**src/rtl/baopoco_acc_ctrl_if.sv**
```systemverilog
// Control/status bundle between the accumulation controller and its host logic.
interface baopoco_acc_ctrl_if #(
  parameter int unsigned C_CNT_W = 32
);
  logic               arm;
  logic               sync_in;
  logic               vec_valid;
  logic [C_CNT_W-1:0] acc_len;
  logic               acc_first;
  logic               acc_done;
  logic [31:0]        acc_num;
  logic               armed;
  logic               sync_err;

  modport master (
    output arm, sync_in, vec_valid, acc_len,
    input  acc_first, acc_done, acc_num, armed, sync_err
  );

  modport slave (
    input  arm, sync_in, vec_valid, acc_len,
    output acc_first, acc_done, acc_num, armed, sync_err
  );
endinterface

```
**src/rtl/baopoco_acc_ctrl.sv**
```systemverilog
// Accumulation controller: arms on a software edge, starts on F-engine sync,
// frames vectors into acc_len-long accumulations and counts completions.
module baopoco_acc_ctrl #(
  parameter int unsigned C_CNT_W = 32
) (
  input  logic                user_clk,
  input  logic                user_rst,
  baopoco_acc_ctrl_if.slave   bus
);

  typedef enum logic [1:0] {IDLE, ARMED, RUN} state_t;

  state_t             state_q, state_d;
  logic               arm_q;
  logic               arm_edge;
  logic [C_CNT_W-1:0] vec_cnt_q;
  logic [C_CNT_W-1:0] len_q;
  logic               pend_q;
  logic [31:0]        acc_num_q;
  logic               armed_q;
  logic               sync_err_q;
  logic               in_run;
  logic               last_vec;
  logic               start;

  assign arm_edge = bus.arm & ~arm_q;
  assign in_run   = (state_q == RUN);
  assign last_vec = (vec_cnt_q == len_q - C_CNT_W'(1));
  assign start    = (state_q == ARMED) & bus.sync_in;

  always_comb begin
    state_d = state_q;
    unique case (state_q)
      IDLE:    if (arm_edge)    state_d = ARMED;
      // Sync wins over a coincident arm edge while armed.
      ARMED:   if (bus.sync_in) state_d = RUN;
      RUN:     if (arm_edge)    state_d = ARMED;
      default:                  state_d = IDLE;
    endcase
  end

  always_ff @(posedge user_clk or posedge user_rst) begin
    if (user_rst) begin
      state_q    <= IDLE;
      arm_q      <= 1'b0;
      vec_cnt_q  <= '0;
      len_q      <= C_CNT_W'(1);
      pend_q     <= 1'b0;
      acc_num_q  <= '0;
      armed_q    <= 1'b0;
      sync_err_q <= 1'b0;
    end else begin
      state_q <= state_d;
      arm_q   <= bus.arm;
      armed_q <= (state_d == ARMED);
      if (start) begin
        len_q      <= (bus.acc_len == '0) ? C_CNT_W'(1) : bus.acc_len;
        vec_cnt_q  <= '0;
        acc_num_q  <= '0;
        sync_err_q <= 1'b0;
        pend_q     <= 1'b1;
      end else if (in_run) begin
        if (bus.sync_in && (vec_cnt_q != '0))
          sync_err_q <= 1'b1;
        if (bus.vec_valid) begin
          if (last_vec) begin
            vec_cnt_q <= '0;
            pend_q    <= 1'b1;
            acc_num_q <= acc_num_q + 32'd1;
          end else begin
            vec_cnt_q <= vec_cnt_q + C_CNT_W'(1);
            pend_q    <= 1'b0;
          end
        end
      end
    end
  end

  assign bus.acc_first = bus.vec_valid & in_run & pend_q;
  assign bus.acc_done  = bus.vec_valid & in_run & last_vec;
  assign bus.acc_num   = acc_num_q;
  assign bus.armed     = armed_q;
  assign bus.sync_err  = sync_err_q;

endmodule

```
**src/flat_wrapper.sv**
```systemverilog
// flat-port wrapper written by rule: the top's interface ports become plain ports
module baopoco_acc_ctrl_flat 
#(
  parameter int unsigned C_CNT_W = 32
)
  (user_clk, user_rst, bus_arm, bus_sync_in, bus_vec_valid, bus_acc_len, bus_acc_first, bus_acc_done, bus_acc_num, bus_armed, bus_sync_err);
  baopoco_acc_ctrl_if #(.C_CNT_W(C_CNT_W)) bus_i ();
  input  logic user_clk;
  input  logic user_rst;
  input wire logic [$bits(bus_i.arm)-1:0] bus_arm;
  input wire logic [$bits(bus_i.sync_in)-1:0] bus_sync_in;
  input wire logic [$bits(bus_i.vec_valid)-1:0] bus_vec_valid;
  input wire logic [$bits(bus_i.acc_len)-1:0] bus_acc_len;
  output wire logic [$bits(bus_i.acc_first)-1:0] bus_acc_first;
  output wire logic [$bits(bus_i.acc_done)-1:0] bus_acc_done;
  output wire logic [$bits(bus_i.acc_num)-1:0] bus_acc_num;
  output wire logic [$bits(bus_i.armed)-1:0] bus_armed;
  output wire logic [$bits(bus_i.sync_err)-1:0] bus_sync_err;
  assign bus_i.arm = bus_arm;
  assign bus_i.sync_in = bus_sync_in;
  assign bus_i.vec_valid = bus_vec_valid;
  assign bus_i.acc_len = bus_acc_len;
  assign bus_acc_first = bus_i.acc_first;
  assign bus_acc_done = bus_i.acc_done;
  assign bus_acc_num = bus_i.acc_num;
  assign bus_armed = bus_i.armed;
  assign bus_sync_err = bus_i.sync_err;
  baopoco_acc_ctrl #(.C_CNT_W(C_CNT_W)) u_core (.user_clk(user_clk), .user_rst(user_rst), .bus(bus_i));
endmodule
```
**config.mk**
```make
export PLATFORM = sky130hd
export DESIGN_NAME = baopoco_acc_ctrl_flat
export DESIGN_NICKNAME = d
export VERILOG_FILES = /design/src/rtl/baopoco_acc_ctrl_if.sv /design/src/rtl/baopoco_acc_ctrl.sv /design/src/flat_wrapper.sv
export SDC_FILE = /design/constraint.sdc
export NUM_CORES = 1
export LEC_CHECK = 0
export ABC_AREA = 0
export CELL_PAD_IN_SITES_DETAIL_PLACEMENT = 1
export CELL_PAD_IN_SITES_GLOBAL_PLACEMENT = 1
export CORE_MARGIN = 8
export CORE_UTILIZATION = 39
export DETAILED_ROUTE_END_ITERATION = 7
export HOLD_SLACK_MARGIN = 0.02
export PLACE_DENSITY = 0.89
export SETUP_SLACK_MARGIN = 0.3
export SYNTH_ARGS = -nofsm -noshare
export SYNTH_HDL_FRONTEND = slang
export SYNTH_SLANG_ARGS = --single-unit
```
**constraint.sdc**
```tcl
create_clock -name user_clk -period 3.21 [get_ports user_clk]
set_input_delay 0.642 -clock user_clk [delete_from_list [all_inputs] [get_ports user_clk]]
set_output_delay 0.642 -clock user_clk [all_outputs]
set_load 0.005 [all_outputs]
```
Yosys cells after proc, flatten, opt, wreduce, memory -nomap -nowiden
Cells that the tools add are included.

operators by class
  $add $sub $neg = 3
  equal/unequal tests = 4
  muxes and demuxes = 19
  bitwise logic cells = 6
  reduce and logical (&&, ||, !) cells = 12

operators with widths
  kind                                                                   number
  32-bit two-way mux                                                     9
  32-bit by 1-bit adder with 32-bit output (second input constant)       2
  32-bit == test                                                         1
  32-bit zero test                                                       1
  32-bit nonzero test                                                    1
  32-bit by 1-bit subtractor with 32-bit output (second input constant)  1
  2-bit nonzero test                                                     4
  1-bit two-way mux                                                      7
  1-bit bitwise AND                                                      5
  2-bit by 1-bit == test with 1-bit output (second input constant)       2
  2-bit two-way mux                                                      2
  2-bit one-hot mux with 2 select lines                                  1
  2-bit AND reduction                                                    2
  3-bit AND reduction                                                    1
  2-bit == test (second input constant)                                  1
  2-bit zero test                                                        1
  2-bit OR reduction                                                     1
  1-bit logical AND                                                      1
  1-bit NOT                                                              1

storage, ports and cells
  register bits after elaboration = 102
  bits of input ports = 37
  output and inout bits = 36
  logic and storage cells = 52

Logic depth before layout (Yosys ltp)
Gate-level depths: netlist of the first run.

  depth in word-level cells = 6
  gate-level depth with buffers = 14
  depth with buffers taken out = 11

Worst setup path after synthesis of the first run
OpenSTA, ideal clock, no wires.

  path type = reg-to-output
  start point = register u_core.len_q[1]
  end point = output port bus_acc_done
  data arrival time = 2.737 ns
  required time = 2.568 ns
  setup slack = -0.169 ns
  stages on the path, launching flop included = 11
  buffers on the path = 0
  path through = dfrtp_1 > inv_1 > ha_1 > or4b_1 > nor4_4 > a21oi_1 > and4b_1 > o2111ai_1 > nor4_4 > nand3_1 > inv_1

between the ends
  longest elaborated chain between the ends = 3

RTL lines
  item                                           line                    source
  start, declared                                baopoco_acc_ctrl.sv:17  logic [C_CNT_W-1:0] len_q;
  start signal, assigned                         baopoco_acc_ctrl.sv:57  len_q <= (bus.acc_len == '0) ? C_CNT_W'(1) : bus.acc_len;
  32-bit by 1-bit subtractor with 32-bit output  baopoco_acc_ctrl.sv:28  assign last_vec = (vec_cnt_q == len_q - C_CNT_W'(1));
  32-bit == test                                 baopoco_acc_ctrl.sv:28
  1-bit bitwise AND                              baopoco_acc_ctrl.sv:80  assign bus.acc_done = bus.vec_valid & in_run & last_vec;
  end, declared                                  flat_wrapper.sv:15      output wire logic [$bits(bus_i.acc_done)-1:0] bus_acc_done;

Every way passes these cells.

Final worst setup path of the first run
Same ends and word-level chain as after synthesis.

==> results of run 1 <==
-- cell type report --
type / instances / area share (%)
Timing Repair Buffer: 207 / 21.8
Clock buffer: 11 / 2.51
Multi-Input combinational cell: 580 / 43.8
Tap cell: 216 / 2.92
Inverter: 25 / 1.05
Sequential cell: 102 / 27.6
Clock inverter: 5 / 0.378
-- kinds of logic (layout without fill, tap and decap cells) --
| group | count (synthesis) | after routing | synth area share, % |
|---|---|---|---|
| and+or+nand+nor | 388 | 388 | 32.5 |
| xor gates and xnor gates | 52 | 52 | 7.23 |
| AOI/OAI and AO/OA | 130 | 130 | 13.6 |
| adders and majority gates | 4 | 4 | 0.795 |
| muxes | 6 | 6 | 0.954 |
| buffers and inverters | 69 | 248 | 4.39 |
| DFF | 102 | 102 | 40.5 |
-- metrics by stage --
step / hold WS (ns) / setup TNS (ns) / worst slack [ns]
6_report: 0.495 / -27.36 / -0.694
5_1_grt: 0.535 / -34.24 / -0.775
4_1_cts: 0.496 / -10.90 / -0.461
3_5_place_dp: 0.480 / -8.45 / -0.521
3_3_place_gp: 0.466 / -5.51 / -0.505
2_1_floorplan: 0.456 / -0.0417 / -0.00895
-- routing by layer --
| metal | GRT usage [%] | vias to the layer above | wire, um |
|---|---|---|---|
| li1 | - | 3061 | - |
| met1 | 27.4 | 3538 | 10500 |
| met2 | 42.7 | 292 | 14100 |
| met3 | 4.47 | 125 | 1500 |
| met4 | 11.9 | 0 | 1600 |
| met5 | 0 | - | 0 |
-- state kept, by name (all words and copies together) (netlist names) --
name                 count
u_core.bus.armed         1
u_core.pend_q            1
u_core.len_q            32
u_core.bus.acc_num      32
u_core.arm_q             1
u_core.state_q           2
u_core.vec_cnt_q        32
u_core.bus.sync_err      1
-- power by group through the flow --
stage	clock (mW)	sequential (mW)	combinational, mW
2_1_floorplan	0	1.70	1.14
3_3_place_gp	0	1.65	1.99
3_5_place_dp	0	1.67	2.09
4_1_cts	1.07	1.65	2.21
5_1_grt	1.11	1.69	2.63
6_report	1.07	1.68	2.48
-- cell usage after synthesis (5+ instances only) --
cell type,count,share of area [%]
inv_1,25,1.5
nand2b_1,6,0.60
nand2_1,155,9.2
buf_2,8,0.64
nand3b_1,5,0.60
nand4b_1,5,0.70
nor4_1,22,2.2
nand4_1,19,1.9
o31ai_1,7,0.83
clkbuf_1,35,2.1
mux2i_1,6,0.95
nand3_1,42,3.3
nor2_1,38,2.3
xor2_1,27,3.8
o311ai_0,11,1.5
or3_1,17,1.7
o21a_1,5,0.60
nor4b_1,5,0.70
o211ai_1,14,1.7
nor3_1,17,1.4
or4_1,16,1.9
and3_1,12,1.2
a21oi_1,18,1.4
a31oi_1,7,0.70
and4_1,8,1.1
xnor2_1,25,3.5
o21ai_0,41,3.3
dfrtp_1,101,40
-- worst max-delay path by stage --
stage	cells after the start	end	start	slack, ns
floorplan	11	u_core.bus.acc_num[6]	u_core.len_q[1]	-0.009
global placement	10	bus_acc_done	u_core.len_q[1]	-0.50
detailed placement	11	bus_acc_done	u_core.len_q[1]	-0.52
CTS	10	bus_acc_done	u_core.len_q[1]	-0.46
global route	11	bus_acc_done	u_core.len_q[1]	-0.78
finish	11	bus_acc_done	u_core.len_q[1]	-0.69
-- timing repair --
action	in CTS	in global routing
setup endpoints to repair	65	66
cloned	3	0
gates resized for setup	89	75
pin swaps	29	36
buffers inserted	15	14
hold endpoints to repair	0	0
==> impl_metrics.toml, run 1 <==
[floorplan]
core_area_um2 = 15800
pin_count = 73
die_height_um = 143
dieArea_um2 = 20500
initial_core_util_pct = 39.8
std_cell_rows = 46
die_w_um = 143

[worst_setup_path]
r2r_cells = 15
criticalPathCategory = "reg2out"
cp_slowest_stage_delay_ns = 0.50
crit_path_cell_trace = "inv_2, ha_4, or4b_4, nor4_4, nand3b_1, mux2i_1, a211oi_2, nor4_4, nand3_2, inv_2, buf_6"
critPathCaptureType = "output pin"
start_kind = "register"
path_buf_inv = 3
crit_arrival_ns = 3.26
crit_fanout = 4
r2r_end = "u_core.bus.acc_num[16]"
required_ns = 2.57
regToRegSetupSlack_ns = -0.61
cp_top_family = "simple AND/OR/NAND/NOR gates"
crit_path_top_delay_cell = "or4b_4"
r2r-start = "u_core.len_q[1]"

[sta]
slew_viol_final = 0
post-route-min-period_ns = 3.90
layout_setup_ws_ns = -0.694
setup_viol = 66
rsz0062_at_grt = "yes"
relSlewSlack_pct = 49.6
fin_skew_ns = 0.0140
hold_violations = 0
period_share_pct = 122
max_freq_mhz = 256
worstMarginPinSlew_ns = 0.754

[cells_and_area]
nets = 966
num_antenna_cells = 0
utilization_pct = 58.5
layout.cells.most_common_list = "nand2_1, dfrtp_1, buf_4, clkdlybuf4s50_1, nor2_1"
final_area_um2 = 9270
final.fill_count = 1793
register_area_um2 = 2550
area_growth_pct = 47.1
multiInputGateArea_um2 = 4060
finalNonFillerCells = 1146
drive_gt1_share_pct = 28.0
mostFrequentLayoutCell = "nand2_1"

[outcome]
outcome = "finished with violations"
violations = "setup timing"

[power]
p_leak_nw = 3.98
clkPwrFrac_pct = 20.5
switching_share_pct = 41.4
power_density_nw_per_um2 = 564
switching_power_mw = 2.17
p_total_mw = 5.23
p_comb_share_pct = 47.4
p_int_mw = 3.06
seq_power_share_pct = 32.1
ir_drop_uv = 327

[drt]
wl_per_cell_um = 24.2
routed_wirelength_mm = 27.8
ant_nets = 0
drc = 0
detail_route.iter0.violations = 446
drt_first_pass_iters = 5
vias = 7016
viasPerCell = 6.12

[yosys]
ys_warn_count = 0
synth_cell_types = 58
synth_edf_count = 0
ys_ff_latch = 102
seq_area_frac_synth_pct = 40.5
syn_avg_cell_area_um2 = 8.39
synthArstFlopShare_pct = 100
ys.flop_type = "dfrtp_1"
synth_nets = 792
netlist_instances = 751
syn_area_um2 = 6300

[place]
hpwlAfterDp_mm = 16.2
postPlaceCellArea_um2 = 8050
gp_congestion = 0.870
port_buffers = 72
placed_cells = 1098

[clocking]
clk_path_buf_depth = 2
cts_hold_buf = 0
insertion_delay_ns = 0.37
clockRootBuffer = "clkbuf_16"
tritoncts = "built"
clk_pin_slew_ns = 0.07
clkSinkCount = 102
numCtsBuffers = 9
cts.htree.levels = 3

[worst_hold_path]
hold_end = "u_core.pend_q"
hold_start = "u_core.pend_q"
min_path_cells = 1
hold_class = "reg2reg"

[global_routing]
grt_pass1_vias = 7360
grt_pass1_wl_mm = 38.9
grt_start_max_net_pins = 60
grt_antenna_before_repair = 0
track_usage_pct = 24.1
grt-ovfl-total = 0

[flow_run]
cap_violations = 0
Power figures use the tool's default switching activity.
==> inputs of run 2 (changes only) <==
CTS_CLUSTER_SIZE = 28   (was default)
==> results of run 2 <==
Final layout, timing and power as in run 1 (identical DEF).
